### src/rtl/hub75_frame_ctrl.sv
// hub75_frame_ctrl: HUB75 frame pacing FSM with tear-free double-buffer swap.
// Optional overrun counter is built only when HUB75_FRAME_OVERRUN_EN is defined.
module hub75_frame_ctrl #(
    parameter int PERIOD_W = 16,
    parameter int CNT_W    = 16
) (
    input  logic                clk,
    input  logic                rst_n,
    input  logic                enable,
    input  logic [PERIOD_W-1:0] cfg_period,
    output logic                scan_go,
    input  logic                scan_rdy,
    input  logic                swap_req,
    output logic                swap_ack,
    output logic                fb_sel,
    output logic [CNT_W-1:0]    frame_cnt,
    output logic [7:0]          overrun_cnt,
    output logic                busy
);
    typedef enum logic [2:0] {ST_IDLE, ST_WAIT, ST_SWAP, ST_GO, ST_RUN} state_t;

    state_t              state_q, state_d;
    logic [PERIOD_W-1:0] timer_q, timer_d, load_val;
    logic [CNT_W-1:0]    cnt_q, cnt_d;
    logic                fb_q, fb_d, pend_q, pend_d, apply;

    // next-state logic; WAIT only launches once the period has elapsed and the scanner is idle
    always_comb begin
        state_d = state_q;
        case (state_q)
            ST_IDLE: state_d = enable ? ST_WAIT : ST_IDLE;
            ST_WAIT: state_d = !enable ? ST_IDLE : (timer_q == '0 && scan_rdy) ? ST_SWAP : ST_WAIT;
            ST_SWAP: state_d = ST_GO;
            ST_GO:   state_d = ST_RUN;
            ST_RUN:  state_d = scan_rdy ? ST_WAIT : ST_RUN;
            default: state_d = ST_IDLE;
        endcase
    end

    // timer holds cycles left before WAIT may launch; the fixed WAIT/SWAP/GO cycles are
    // subtracted from the load so GO-to-GO spacing equals cfg_period for a fast scanner
    always_comb begin
        load_val = (cfg_period > PERIOD_W'(3)) ? cfg_period - PERIOD_W'(3) : '0;
        timer_d  = (state_q == ST_GO) ? load_val : (timer_q == '0) ? '0 : timer_q - PERIOD_W'(1);
        cnt_d    = (state_q == ST_GO) ? cnt_q + CNT_W'(1) : cnt_q;
        apply    = (state_q == ST_SWAP) && pend_q;
        fb_d     = fb_q ^ apply;
        pend_d   = (pend_q & ~apply) | swap_req;
    end

    // state and datapath registers
    always_ff @(posedge clk) begin
        if (!rst_n) begin
            state_q <= ST_IDLE;
            timer_q <= '0;
            cnt_q   <= '0;
            fb_q    <= 1'b0;
            pend_q  <= 1'b0;
        end else begin
            state_q <= state_d;
            timer_q <= timer_d;
            cnt_q   <= cnt_d;
            fb_q    <= fb_d;
            pend_q  <= pend_d;
        end
    end

    // fb_sel and swap_ack both move inside the SWAP cycle itself, never during a scan
    assign scan_go   = (state_q == ST_GO);
    assign swap_ack  = apply;
    assign fb_sel    = fb_d;
    assign frame_cnt = cnt_q;
    assign busy      = (state_q != ST_IDLE);

`ifdef HUB75_FRAME_OVERRUN_EN
    logic [7:0] ovr_q, ovr_d;

    // count a frame once when its timer expires while the scanner is still busy
    always_comb begin
        ovr_d = (state_q == ST_RUN && timer_q == PERIOD_W'(1) && !scan_rdy && ovr_q != 8'hff) ? ovr_q + 8'd1 : ovr_q;
    end

    // overrun counter register
    always_ff @(posedge clk) begin
        if (!rst_n) ovr_q <= '0;
        else        ovr_q <= ovr_d;
    end

    assign overrun_cnt = ovr_q;
`else
    assign overrun_cnt = '0;
`endif
endmodule

### config.mk
export PLATFORM = sky130hd
export DESIGN_NAME = hub75_frame_ctrl
export DESIGN_NICKNAME = d
export VERILOG_FILES = /design/src/rtl/hub75_frame_ctrl.sv
export SDC_FILE = /design/constraint.sdc
export NUM_CORES = 1
export LEC_CHECK = 0
export ABC_CLOCK_PERIOD_IN_PS = 3000
export CORE_MARGIN = 4
export CORE_UTILIZATION = 54
export DETAILED_ROUTE_END_ITERATION = 8
export PLACE_DENSITY = 0.91
export RECOVER_POWER = 25
export SLEW_MARGIN = 20
export SYNTH_ARGS = -nofsm -noshare
export SYNTH_HDL_FRONTEND = slang
export SYNTH_SLANG_ARGS = --single-unit
### constraint.sdc
create_clock -name clk -period 3 [get_ports clk]
set_input_delay 0.6 -clock clk [delete_from_list [all_inputs] [get_ports clk]]
set_output_delay 0.6 -clock clk [all_outputs]
set_load 0.02 [all_outputs]
==> out/summary.json <==
{
  "status": {"value": "completed"},
  "timing.setup.critical_path_class": {"value": "reg -> out"},
  "routedWlPerCell": {"value": 14.6, "unit": "µm"},
  "relSlewSlack": {"value": 43.2, "unit": "%"},
  "final_antenna_net_count": {"value": 0},
  "synth-simple-area-share": {"value": 29.7, "unit": "%"},
  "cts_inserted_buffers": {"value": 5},
  "floorplan.rows": {"value": 22},
  "post-dp-hpwl": {"value": 3570, "unit": "µm"},
  "setup_tns": {"value": 0, "unit": "ns"},
  "grt_first_pass_wirelength": {"value": 8180, "unit": "µm"},
  "swShare": {"value": 34.4, "unit": "%"},
  "synth_compound_area_share": {"value": 7.94, "unit": "%"},
  "ys_dominant_reg_cell": {"value": "dfxtp_1"},
  "die_area": {"value": 4940, "unit": "µm²"},
  "ff2ff_path_depth": {"value": 5},
  "ys_seq_area_share": {"value": 35.3, "unit": "%"},
  "worst_skew_pair.late_latency": {"value": 0.29, "unit": "ns"},
  "io_buffers": {"value": 40},
  "net_count_final": {"value": 309},
  "synth_fa_ha_area_share": {"value": 2.39, "unit": "%"},
  "combinational_group_share_of_total_power": {"value": 34.7, "unit": "%"},
  "crit_start": {"value": "state_q[1]$_SDFF_PN0_"},
  "global_route.usage.total": {"value": 20.5, "unit": "%"},
  "worst-slew-pin-transition": {"value": 0.851, "unit": "ns"},
  "cts_hold_buf": {"value": 0},
  "ys_seq_elements": {"value": 37},
  "initial_antenna_violation_count": {"value": 0},
  "core": {"value": 3720, "unit": "µm²"},
  "share_seq_of_total_power": {"value": 41.9, "unit": "%"},
  "final-seq-area": {"value": 741, "unit": "µm²"},
  "drc": {"value": 0},
  "fin_hold_ws": {"value": 0.533, "unit": "ns"},
  "cts.sinks": {"value": 37},
  "layout-drive-gt1-share": {"value": 4.58, "unit": "%"},
  "period_needed": {"value": 2.64, "unit": "ns"},
  "xor_xnor_share_of_the_synthesized_area": {"value": 17.5, "unit": "%"},
  "via_to_cell_ratio": {"value": 5.60},
  "grt_pass1_vias": {"value": 1802},
  "drt_first_iter_violations": {"value": 122},
  "post_cts.repair.setup_buffers": {"value": 0},
  "critical_path.reg2reg.endpoint": {"value": "timer_q[15]$_SDFF_PN0_"},
  "mappedNetlistArea": {"value": 2100, "unit": "µm²"},
  "critical-path-slowest-cell": {"value": "clkdlybuf4s50_1"},
  "cellLeakagePower": {"value": 0.000972, "unit": "µW"},
  "place_congestion": {"value": 0.886},
  "peakVddDrop": {"value": 0.363, "unit": "mV"},
  "maximum_level_of_the_cts_h_tree": {"value": 2},
  "layout.cells.non_filler": {"value": 332},
  "r2r-start": {"value": "timer_q[8]$_SDFF_PN0_"},
  "synth_cell_types": {"value": 40},
  "pwr-share-clk": {"value": 23.3, "unit": "%"},
  "layout_fillers": {"value": 283},
  "path_cells": {"value": "nor2b_1, nand2b_1, nor2_1, xor2_1, clkdlybuf4s50_1"},
  "timing.critical_path.max_delay_family": {"value": "buffers and inverters"},
  "max_cap_violations": {"value": 0},
  "first_pass_iters": {"value": 4},
  "setup_violations": {"value": 0},
  "critical_path_buf_inv_count": {"value": 1},
  "timing.final.max_slew_violations": {"value": 0},
  "cp.arrival": {"value": 2.04, "unit": "ns"},
  "hold_path_class": {"value": "reg -> reg"},
  "synth.mux.area_fraction": {"value": 0.477, "unit": "%"},
  "r2r_setup_slack": {"value": 1.05, "unit": "ns"},
  "max_freq": {"value": 379, "unit": "MHz"},
  "worstSetupPathDepth": {"value": 5},
  "antennaDiodeCount": {"value": 0},
  "flow.area_growth_from_synthesis": {"value": 23.4, "unit": "%"},
  "worst_path_largest_cell_delay": {"value": 0.63, "unit": "ns"},
  "globalRoute.totalOverflow": {"value": 0},
  "design.portCount": {"value": 49},
  "timing.critical_path.to_type": {"value": "output pin"},
  "hold-path-endpoint": {"value": "pend_q$_SDFF_PN0_"},
  "grt_use_met3": {"value": 5.61, "unit": "%"},
  "die_width": {"value": 70.3, "unit": "µm"},
  "tritoncts": {"value": "done"},
  "data_required_time_of_the_worst_path": {"value": 2.40, "unit": "ns"},
  "multi_input_comb_area": {"value": 1250, "unit": "µm²"},
  "cts_root_buffer": {"value": "clkbuf_8"},
  "path_clk_slew": {"value": 0.07, "unit": "ns"},
  "grtUsageMet2": {"value": 35.4, "unit": "%"},
  "clock_path_buffers": {"value": 2},
  "floorplan.initialDensity": {"value": 56.4, "unit": "%"},
  "maximum_fanout_encountered_on_the_critical_timing_path": {"value": 9},
  "grt_setup_unrepaired": {"value": "false"},
  "grt_start_max_net_pins": {"value": 24},
  "postRouteWirelength": {"value": 4840, "unit": "µm"},
  "async_reset_ff_share": {"value": 0, "unit": "%"},
  "synth-edff-count": {"value": 0},
  "dpl_cell_area": {"value": 2500, "unit": "µm²"},
  "vias": {"value": 1858},
  "timing.critical_path.from_type": {"value": "flop"},
  "final_area": {"value": 2590, "unit": "µm²"},
  "hold-path-cell-count": {"value": 2},
  "busiest_layer": {"value": "met2"},
  "chipHeight": {"value": 70.3, "unit": "µm"},
  "pwrdens": {"value": 576, "unit": "nW/µm²"},
  "gates_resized_cts_repair": {"value": 0},
  "synth.avg_cell_area": {"value": 8.67, "unit": "µm²"},
  "final_hold_viol_count": {"value": 0},
  "synth.yosys.warnings": {"value": 0},
  "grt_use_met1": {"value": 24.3, "unit": "%"},
  "timing.clock.skew": {"value": 0.00536, "unit": "ns"},
  "power.switching": {"value": 513, "unit": "µW"},
  "post-place-cells": {"value": 325},
  "min_from": {"value": "pend_q$_SDFF_PN0_"},
  "cellInternalPower": {"value": 978, "unit": "µW"},
  "synthesis.instances": {"value": 242},
  "main_combinational_cell_family_by_area_after_synthesis": {"value": "simple AND/OR/NAND/NOR gates"},
  "final.period_utilization": {"value": 88.1, "unit": "%"}
}
## cell families (layout without fill, tap and decap cells)
| group | after synthesis | in the layout |
|---|---|---|
| fa+ha+maj | 4 | 4 |
| compound gates | 25 | 25 |
| buf+inv | 23 | 58 |
| other cells | 1 | 8 |
| mux | 1 | 1 |
| simple gates | 109 | 109 |
| xor+xnor | 42 | 42 |
| flops | 37 | 37 |
## cell type report
| cell class | instances | area share (%) |
|---|---|---|
| multi-input combinational | 189 | 48.2 |
| sequential | 37 | 28.6 |
| timing repair buffer | 44 | 16.5 |
| clock buffer | 7 | 3.34 |
| tap | 48 | 2.32 |
| inverter | 7 | 1.02 |
## sequential cells by signal, indices dropped and copies added (netlist names)
| signal | flops |
|---|---|
| fb_q | 1 |
| frame_cnt | 16 |
| pend_q | 1 |
| timer_q | 16 |
| state_q | 3 |
## routing by layer
layer	vias up	wire length (µm)
li1	912	-
met2	63	2530
met4	0	96
met5	-	0
met1	872	1940
met3	11	275
## metrics by stage
stage,setup slack [ns],power (µW),utilization (%)
after global routing,0.211,1590,69.6
after detailed placement,0.349,1140,67.4
after floorplan,0.889,1010,-
after CTS,0.333,1490,69.7
final,0.358,1490,69.6
after global placement,0.407,1110,67.4
## worst max path at each step
| stage | endpoint | slack [ns] |
|---|---|---|
| floorplan | timer_q[13]$_SDFF_PN0_ | 0.89 |
| global placement | timer_q[9]$_SDFF_PN0_ | 0.41 |
| detailed placement | timer_q[6]$_SDFF_PN0_ | 0.35 |
| CTS | fb_sel | 0.33 |
| global route | fb_sel | 0.21 |
| finish | fb_sel | 0.36 |
## power groups by stage
stage | registers [µW] | clock network (µW) | logic (µW)
after floorplan | 614 | 0 | 401
after global placement | 627 | 0 | 483
after detailed placement | 632 | 0 | 504
after CTS | 623 | 356 | 514
after global routing | 634 | 376 | 575
final | 625 | 348 | 518
## cells in the final DEF (no fill, tap or decap), types with 3 or more instances in the layout
cell type / instances
xnor2_1: 24
nor4b_1: 3
o22ai_1: 15
nor2_1: 20
nand3_1: 6
dfxtp_1: 37
nor2b_1: 4
ha_1: 4
clkbuf_8: 6
nor4_1: 9
conb_1: 8
nor3_1: 10
clkdlybuf4s50_1: 38
and2_1: 13
and2_0: 4
inv_1: 7
nand4_1: 5
buf_4: 3
or4_1: 3
nand2_1: 17
a21oi_1: 3
xor2_1: 18
## Yosys cell counts (4+ instances only)
cell type,instances,area share [%]
and2_1,17,5.1
buf_4,8,2.9
dfxtp_1,37,35
ha_1,4,2.4
inv_1,7,1.3
nand2_1,17,3.0
nand3_1,6,1.4
nand4_1,5,1.5
nor2_1,20,3.6
nor2b_1,4,1.2
nor3_1,10,2.4
nor4_1,9,2.7
o22ai_1,15,4.5
xnor2_1,24,10
xor2_1,18,7.5
## worst reg2reg max path, delay by kind of cell, from the launching register on
| family | cells | cell delay [ns] |
|---|---|---|
| and+or+nand+nor | 4 | 1.33 |
| AOI/OAI and AO/OA | 1 | 0.15 |
| DFF | 1 | 0.34 |
Note: power is estimated with default switching activity, not from simulation.
